==> src/rtl/fb_mem_arbiter_if.sv <==
// rtl/fb_mem_arbiter_if.sv - VGA, CPU and RAM signal bundle for the framebuffer arbiter
interface fb_mem_arbiter_if #(
  parameter int ADDR_W = 32,
  parameter int DATA_W = 8,
  parameter int MISS_W = 16
);
  logic              vga_req;
  logic [ADDR_W-1:0] vga_addr;
  logic [DATA_W-1:0] vga_data;
  logic              vga_valid;
  logic              vga_miss;
  logic [MISS_W-1:0] miss_count;

  logic              cpu_req;
  logic              cpu_we;
  logic [ADDR_W-1:0] cpu_addr;
  logic [DATA_W-1:0] cpu_wdata;
  logic              cpu_gnt;
  logic [DATA_W-1:0] cpu_rdata;
  logic              cpu_rvalid;

  logic [ADDR_W-1:0] mem_addr;
  logic              mem_we;
  logic [DATA_W-1:0] mem_wdata;
  logic [DATA_W-1:0] mem_rdata;

  modport slave (
    input  vga_req, vga_addr, cpu_req, cpu_we, cpu_addr, cpu_wdata, mem_rdata,
    output vga_data, vga_valid, vga_miss, miss_count,
    output cpu_gnt, cpu_rdata, cpu_rvalid,
    output mem_addr, mem_we, mem_wdata
  );

  modport master (
    output vga_req, vga_addr, cpu_req, cpu_we, cpu_addr, cpu_wdata, mem_rdata,
    input  vga_data, vga_valid, vga_miss, miss_count,
    input  cpu_gnt, cpu_rdata, cpu_rvalid,
    input  mem_addr, mem_we, mem_wdata
  );
endinterface

==> src/rtl/fb_mem_arbiter.sv <==
// rtl/fb_mem_arbiter.sv - single-port framebuffer RAM arbiter, VGA priority with CPU starvation guard
module fb_mem_arbiter #(
  parameter int ADDR_W       = 32,
  parameter int DATA_W       = 8,
  parameter int STARVE_LIMIT = 4,
  parameter int MISS_W       = 16
) (
  input  logic              clk,
  input  logic              rst,
  fb_mem_arbiter_if.slave   bus
);

  typedef enum logic [1:0] {
    TAG_NONE,
    TAG_VGA,
    TAG_CPU_RD,
    TAG_CPU_WR
  } tag_t;

  localparam logic [7:0]        LIMIT     = 8'(STARVE_LIMIT);
  localparam logic [MISS_W-1:0] MISS_MAX  = '1;
  localparam logic [ADDR_W-1:0] ADDR_ZERO = '0;
  localparam logic [DATA_W-1:0] DATA_ZERO = '0;

  logic              force_cpu;
  logic              vga_win;
  logic              cpu_win;
  logic              vga_drop;
  logic [ADDR_W-1:0] issue_addr;
  logic [7:0]        starve;

  // A dropped VGA request rides alongside the CPU op that displaced it,
  // so it gets its own flag rather than sharing the winner's tag.
  tag_t tag1, tag2;
  logic drop1, drop2;

  always_comb begin
    force_cpu  = bus.cpu_req & (starve == LIMIT);
    vga_win    = bus.vga_req & ~force_cpu;
    cpu_win    = bus.cpu_req & (~bus.vga_req | force_cpu);
    vga_drop   = bus.vga_req & force_cpu;
    issue_addr = vga_win ? bus.vga_addr : bus.cpu_addr;
  end

  assign bus.cpu_gnt = cpu_win & ~rst;

  always_ff @(posedge clk or posedge rst) begin
    if (rst) begin
      bus.mem_addr  <= ADDR_ZERO;
      bus.mem_we    <= 1'b0;
      bus.mem_wdata <= DATA_ZERO;
      tag1          <= TAG_NONE;
      drop1         <= 1'b0;
    end else begin
      drop1 <= vga_drop;
      if (vga_win) begin
        bus.mem_addr <= issue_addr;
        bus.mem_we   <= 1'b0;
        tag1         <= TAG_VGA;
      end else if (cpu_win) begin
        bus.mem_addr <= issue_addr;
        bus.mem_we   <= bus.cpu_we;
        if (bus.cpu_we) begin
          bus.mem_wdata <= bus.cpu_wdata;
        end
        tag1 <= bus.cpu_we ? TAG_CPU_WR : TAG_CPU_RD;
      end else begin
        bus.mem_we <= 1'b0;
        tag1       <= TAG_NONE;
      end
    end
  end

  always_ff @(posedge clk or posedge rst) begin
    if (rst) begin
      starve <= 8'd0;
    end else if (bus.cpu_req && !cpu_win) begin
      if (starve != LIMIT) begin
        starve <= starve + 8'd1;
      end
    end else begin
      starve <= 8'd0;
    end
  end

  // Stage 2 lines up with RAM read data, one edge after the address was registered.
  always_ff @(posedge clk or posedge rst) begin
    if (rst) begin
      tag2           <= TAG_NONE;
      drop2          <= 1'b0;
      bus.vga_data   <= DATA_ZERO;
      bus.vga_valid  <= 1'b0;
      bus.vga_miss   <= 1'b0;
      bus.miss_count <= '0;
      bus.cpu_rdata  <= DATA_ZERO;
      bus.cpu_rvalid <= 1'b0;
    end else begin
      tag2           <= tag1;
      drop2          <= drop1;
      bus.vga_valid  <= (tag2 == TAG_VGA);
      bus.cpu_rvalid <= (tag2 == TAG_CPU_RD);
      bus.vga_miss   <= drop2;
      if (tag2 == TAG_VGA) begin
        bus.vga_data <= bus.mem_rdata;
      end
      if (tag2 == TAG_CPU_RD) begin
        bus.cpu_rdata <= bus.mem_rdata;
      end
      if (drop2 && (bus.miss_count != MISS_MAX)) begin
        bus.miss_count <= bus.miss_count + 1'b1;
      end
    end
  end

endmodule

==> src/flat_wrapper.sv <==
// flat-port wrapper written by rule: the top's interface ports become plain ports
module fb_mem_arbiter_flat 
#(
  parameter int ADDR_W       = 32,
  parameter int DATA_W       = 8,
  parameter int STARVE_LIMIT = 4,
  parameter int MISS_W       = 16
)
  (clk, rst, bus_vga_req, bus_vga_addr, bus_cpu_req, bus_cpu_we, bus_cpu_addr, bus_cpu_wdata, bus_mem_rdata, bus_vga_data, bus_vga_valid, bus_vga_miss, bus_miss_count, bus_cpu_gnt, bus_cpu_rdata, bus_cpu_rvalid, bus_mem_addr, bus_mem_we, bus_mem_wdata);
  fb_mem_arbiter_if #(.ADDR_W(ADDR_W), .DATA_W(DATA_W), .MISS_W(MISS_W)) bus_i ();
  input  logic clk;
  input  logic rst;
  input wire logic [$bits(bus_i.vga_req)-1:0] bus_vga_req;
  input wire logic [$bits(bus_i.vga_addr)-1:0] bus_vga_addr;
  input wire logic [$bits(bus_i.cpu_req)-1:0] bus_cpu_req;
  input wire logic [$bits(bus_i.cpu_we)-1:0] bus_cpu_we;
  input wire logic [$bits(bus_i.cpu_addr)-1:0] bus_cpu_addr;
  input wire logic [$bits(bus_i.cpu_wdata)-1:0] bus_cpu_wdata;
  input wire logic [$bits(bus_i.mem_rdata)-1:0] bus_mem_rdata;
  output wire logic [$bits(bus_i.vga_data)-1:0] bus_vga_data;
  output wire logic [$bits(bus_i.vga_valid)-1:0] bus_vga_valid;
  output wire logic [$bits(bus_i.vga_miss)-1:0] bus_vga_miss;
  output wire logic [$bits(bus_i.miss_count)-1:0] bus_miss_count;
  output wire logic [$bits(bus_i.cpu_gnt)-1:0] bus_cpu_gnt;
  output wire logic [$bits(bus_i.cpu_rdata)-1:0] bus_cpu_rdata;
  output wire logic [$bits(bus_i.cpu_rvalid)-1:0] bus_cpu_rvalid;
  output wire logic [$bits(bus_i.mem_addr)-1:0] bus_mem_addr;
  output wire logic [$bits(bus_i.mem_we)-1:0] bus_mem_we;
  output wire logic [$bits(bus_i.mem_wdata)-1:0] bus_mem_wdata;
  assign bus_i.vga_req = bus_vga_req;
  assign bus_i.vga_addr = bus_vga_addr;
  assign bus_i.cpu_req = bus_cpu_req;
  assign bus_i.cpu_we = bus_cpu_we;
  assign bus_i.cpu_addr = bus_cpu_addr;
  assign bus_i.cpu_wdata = bus_cpu_wdata;
  assign bus_i.mem_rdata = bus_mem_rdata;
  assign bus_vga_data = bus_i.vga_data;
  assign bus_vga_valid = bus_i.vga_valid;
  assign bus_vga_miss = bus_i.vga_miss;
  assign bus_miss_count = bus_i.miss_count;
  assign bus_cpu_gnt = bus_i.cpu_gnt;
  assign bus_cpu_rdata = bus_i.cpu_rdata;
  assign bus_cpu_rvalid = bus_i.cpu_rvalid;
  assign bus_mem_addr = bus_i.mem_addr;
  assign bus_mem_we = bus_i.mem_we;
  assign bus_mem_wdata = bus_i.mem_wdata;
  fb_mem_arbiter #(.ADDR_W(ADDR_W), .DATA_W(DATA_W), .STARVE_LIMIT(STARVE_LIMIT), .MISS_W(MISS_W)) u_core (.clk(clk), .rst(rst), .bus(bus_i));
endmodule
==> config.mk <==
export PLATFORM = sky130hd
export DESIGN_NAME = fb_mem_arbiter_flat
export DESIGN_NICKNAME = d
export VERILOG_FILES = /design/src/rtl/fb_mem_arbiter_if.sv /design/src/rtl/fb_mem_arbiter.sv /design/src/flat_wrapper.sv
export SDC_FILE = /design/constraint.sdc
export NUM_CORES = 1
export LEC_CHECK = 0
export ABC_AREA = 1
export BUFFER_PORTS_ARGS = -buffer_cell sky130_fd_sc_hd__buf_2
export CAP_MARGIN = 5
export CORE_MARGIN = 2
export CORE_UTILIZATION = 54
export CTS_BUF_LIST = sky130_fd_sc_hd__clkbuf_4 sky130_fd_sc_hd__clkbuf_8
export CTS_CLUSTER_DIAMETER = 80
export CTS_CLUSTER_SIZE = 14
export DETAILED_ROUTE_END_ITERATION = 12
export PLACE_DENSITY = 0.88
export SYNTH_ARGS = -nofsm -noshare
export SYNTH_HDL_FRONTEND = slang
export SYNTH_SLANG_ARGS = --single-unit
==> constraint.sdc <==
create_clock -name clk -period 4.7 [get_ports clk]
set_input_delay 0.94 -clock clk [delete_from_list [all_inputs] [get_ports clk]]
set_output_delay 0.94 -clock clk [all_outputs]
set_load 0.02 [all_outputs]
=== Word level (Yosys, flattened, before mapping) ===
Cells that the tools add are included.

* Register bits after elaboration: 90
* Input bits: 85
* Output and inout bits: 77
* Word-level logic and storage cells: 47

* Add/subtract/negate cells: 2
* Equality and inequality tests: 6
* Multiplexer cells: 10
* Bitwise operators: 10
* Reductions and logical operators: 5

{| class="wikitable"
|+ Operators with widths
! kind !! count
|-
| 2-to-1 mux 32 bit || 3
|-
| adder 16 x 1 -> 16 bit (second input constant) || 1
|-
| 2-to-1 mux 8 bit || 2
|-
| != test 16 bit (second input constant) || 1
|-
| adder 8 x 1 -> 8 bit (second input constant) || 1
|-
| == test 8 x 3 -> 1 bit (second input constant) || 1
|-
| != test 8 x 3 -> 1 bit (second input constant) || 1
|-
| AND 1 bit || 5
|-
| 2-to-1 mux 2 bit || 2
|-
| NOT 1 bit || 4
|-
| 2-to-1 mux 1 bit || 3
|-
| AND reduction 3 bit || 1
|-
| == test 2 x 1 -> 1 bit (second input constant) || 1
|-
| == test 2 bit (second input constant) || 1
|-
| logical AND 1 bit || 2
|-
| != test 2 bit (second input constant) || 1
|-
| nonzero test 2 bit || 1
|-
| zero test 1 bit || 1
|-
| OR 1 bit || 1
|}

=== Depth between registers and ports, before layout ===
* Depth in word-level cells: 7
* Depth in mapped cells: 10

=== Worst setup path after synthesis ===
OpenSTA, ideal clock, no wires.

* Path kind: input to output
* From: input port bus_cpu_req
* To: output port bus_cpu_gnt
* Arrival time: 1.815 ns
* Slack: 1.945 ns
* Stages on the path: 7
* Buffers on the path: 1
* Cells stage by stage: buf_2 -> nand2_1 -> nor2_1 -> nand2_2 -> nand2_4 -> nand2_1 -> nor2_1

* Longest elaborated chain between the ends: 4

{| class="wikitable"
|+ RTL lines
! element !! line !! source
|-
| start: declaration || flat_wrapper.sv:15 || <nowiki>input wire logic [$bits(bus_i.cpu_req)-1:0] bus_cpu_req;</nowiki>
|-
| AND 1 bit || fb_mem_arbiter.sv:38 || <nowiki>force_cpu = bus.cpu_req & (starve == LIMIT);</nowiki>
|-
| OR 1 bit || fb_mem_arbiter.sv:40 || <nowiki>cpu_win = bus.cpu_req & (~bus.vga_req | force_cpu);</nowiki>
|-
| AND 1 bit (*) || fb_mem_arbiter.sv:40 ||
|-
| AND 1 bit (*) || fb_mem_arbiter.sv:45 || <nowiki>assign bus.cpu_gnt = cpu_win & ~rst;</nowiki>
|-
| end: declaration || flat_wrapper.sv:24 || <nowiki>output wire logic [$bits(bus_i.cpu_gnt)-1:0] bus_cpu_gnt;</nowiki>
|}

Every way passes the cells marked *; elsewhere a longest branch is shown, timed or not.

=== Final worst setup path ===
Ends and elaborated chain as after synthesis.

==> impl_metrics.ini <==
[run_status]
outcome = finished, final reports clean

[global_routing]
grt_max_degree = 64
grt_pass1_vias = 3669
antenna_found_initial = 0
grt_pass1_wl_um = 16480
overflow = 0
grt_usage_pct = 24.50

[sta]
rsz0062_at_grt = no
timing.final.ws_setup_ns = 1.735
max-slew-margin-rel_pct = 18.46
fin_hold_ws_ns = 0.3528
clock_skew_ns = 0.01003
post-route-period-util_pct = 63.09
tns_ns = 0
max_freq_mhz = 337.2
finalSetupViolCount = 0
maxSlewViolCount = 0
tightest_slew_ns = 1.222
hold_violations = 0
finalCriticalPeriod_ns = 2.965

[cells_and_area]
nets = 732
final_cell_mix = nand2_1 (184), buf_2 (161), dfrtp_1 (90)
layout-drive-gt1-share_pct = 29.89
n_fill_cell = 590
fin_cells = 748
diodes = 0
final_cell_area_um2 = 5130
postLayoutCoreUtil_pct = 69.98
syn_to_final_growth_pct = 24.81
final_common_cell = nand2_1

[clocking]
clk_latency_ns = 0.35
clk_pin_slew_worst_paths_ns = 0.08
clock-sinks = 90
h-tree-depth = 3
numCtsBuffers = 9
clockRootBuffer = clkbuf_8
cts_hold_buf = 0
max-clock-path-buffers = 2
post_cts_resized = 0
post_cts_buffers = 0
cts_tree = built

[placed_design]
place_area_um2 = 4923
place_congestion = 0.8454
detailedPlace.worstSlack_ns = 1.742
dpl.hpwl_um = 7226
io_buffers = 161
placed_cells = 732

[die]
std_cell_rows = 31
die_w_um = 91.25
die_h_um = 91.25
start_util_pct = 56.07
coreArea_um2 = 7331
io_pins = 162
dieArea_um2 = 8326

[min_path]
hold_path_depth = 0
min_path_type = flop to flop

[route]
dr.first_iter.drc_count = 178
drtPass1Iterations = 5
ant_nets = 0
via_count = 3798
route.detailed.drc = 0
drt-total-wl_um = 9929
wl_per_cell_um = 13.27
viasPerCell = 5.078

[yosys]
syn_inst = 490
synthTopCellsByArea = dfrtp_1 (55%), nand2_1 (17%), nand3_1 (8.8%)
synth_area_um2 = 4110
synth-async-reset-ratio_pct = 100.0
ys.flop_type = dfrtp_1
synth_nets = 578
syn_area_per_cell_um2 = 8.388
yosysUniqueCellTypes = 27
synth_seq_area_share_pct = 54.79
yosysTopAreaCell = dfrtp_1
synth-edff-count = 0
yosysTopAreaCellShare_pct = 54.79
yosysWarnings = 0
synth_seq_cells = 90

[power]
irDropWorstVdd_uv = 234.6
p_sw_mw = 0.5165
seq_power_share_pct = 51.0
power_frac_comb_pct = 17.3
p_leak_nw = 2.818
p_sw_share_pct = 30.07
power_frac_clock_pct = 31.6
powerDensity_nw_per_um2 = 334.8
p_int_mw = 1.201
power_mw = 1.717

[critical_path]
cp_max_fo = 44
r2r_slack_ns = 2.48
r2r_cells = 9
startpoint = bus_cpu_req
path_class = input port to output pin
worstPathArrival_ns = 2.03
timing.critical_path.to = bus_cpu_gnt
startpoint_type = input port
reg2reg_from = u_core.starve[0]$_DFFE_PP0P_
reg2reg_to = u_core.starve[6]$_DFFE_PP0P_
worstSetupEndpointType = output pin
critPathRequiredTime_ns = 3.76

[run]
max-cap-violations = 0
==> flip-flops by register name, indices dropped and copies added (netlist names) <==
| register | cells |
|---|---|
| u_core.bus.miss_count | 16 |
| u_core.tag2 | 2 |
| u_core.starve | 8 |
| u_core.bus.cpu_rvalid | 1 |
| u_core.bus.vga_data | 8 |
| u_core.drop2 | 1 |
| u_core.bus.mem_addr | 32 |
| u_core.bus.mem_we | 1 |
| u_core.tag1 | 2 |
| u_core.bus.cpu_rdata | 8 |
| u_core.bus.mem_wdata | 8 |
| u_core.drop1 | 1 |
| u_core.bus.vga_miss | 1 |
| u_core.bus.vga_valid | 1 |
==> cells in the mapped netlist (2+ instances only) <==
cell        n
inv_1      32
buf_4       4
inv_2       2
nor3_1      2
ha_1        3
nand3_2     2
nand2_2     3
nand3_1    72
o21ai_0    18
nand2_1   184
clkbuf_1   10
nand4_1    14
nor2_1     28
xnor2_1     5
buf_6       3
dfrtp_1    90
nand2_4     3
xor2_1      6
==> power by group through the flow <==
stage	registers [mW]	logic [mW]	clock network, mW
2_1_floorplan	0.967	0.0984	0
3_3_place_gp	0.888	0.295	0
3_5_place_dp	0.890	0.303	0
4_1_cts	0.877	0.302	0.561
5_1_grt	0.885	0.329	0.592
6_report	0.877	0.298	0.543
==> cell families (layout without fill, tap and decap cells) <==
kind of cell | count (synthesis) | after routing | synth area share (%)
AOI/OAI and AO/OA | 20 | 20 | 2.527
xor gates and xnor gates | 11 | 11 | 2.344
and+or+nand+nor | 312 | 312 | 33.03
buffers and inverters | 54 | 213 | 6.393
adders and majority gates | 3 | 3 | 0.9133
DFF | 90 | 90 | 54.79
==> how the worst min path moves through the flow <==
stage	start	end
after detailed placement	u_core.tag1[0]$_DFF_PP0_	u_core.tag2[0]$_DFF_PP0_
after CTS	u_core.tag1[0]$_DFF_PP0_	u_core.tag2[0]$_DFF_PP0_
after floorplan	u_core.drop1$_DFF_PP0_	u_core.drop2$_DFF_PP0_
after global routing	u_core.drop1$_DFF_PP0_	u_core.drop2$_DFF_PP0_
after global placement	u_core.tag1[0]$_DFF_PP0_	u_core.tag2[0]$_DFF_PP0_
final	u_core.tag1[0]$_DFF_PP0_	u_core.tag2[0]$_DFF_PP0_
==> metal layers <==
layer,track usage (%),part of all wire (%),vias up
li1,-,-,1862
met1,30.12,40,1751
met2,42.84,50,170
met3,6.639,8.0,15
met4,6.187,1.7,0
met5,0,0,-
==> worst max-delay path: stages <==
cell and delay [ns]:
buf_2 0.09, nand2_1 0.05, nor2_1 0.12, nand2_2 0.08, nand2_4 0.34, nand2_1 0.12, nor2_1 0.10, buf_2 0.17
==> cell type report <==
cell class / count / area (µm²) / area share [%]
Clock buffer: 10 / 131.4 / 2.561
Clock inverter: 6 / 75.07 / 1.463
Inverter: 34 / 128.9 / 2.512
Multi-Input combinational cell: 346 / 1598 / 31.15
Sequential cell: 90 / 2252 / 43.90
Tap cell: 99 / 123.9 / 2.415
Timing Repair Buffer: 163 / 820.8 / 16.00
No activity file was read; power rests on OpenSTA's default activity.
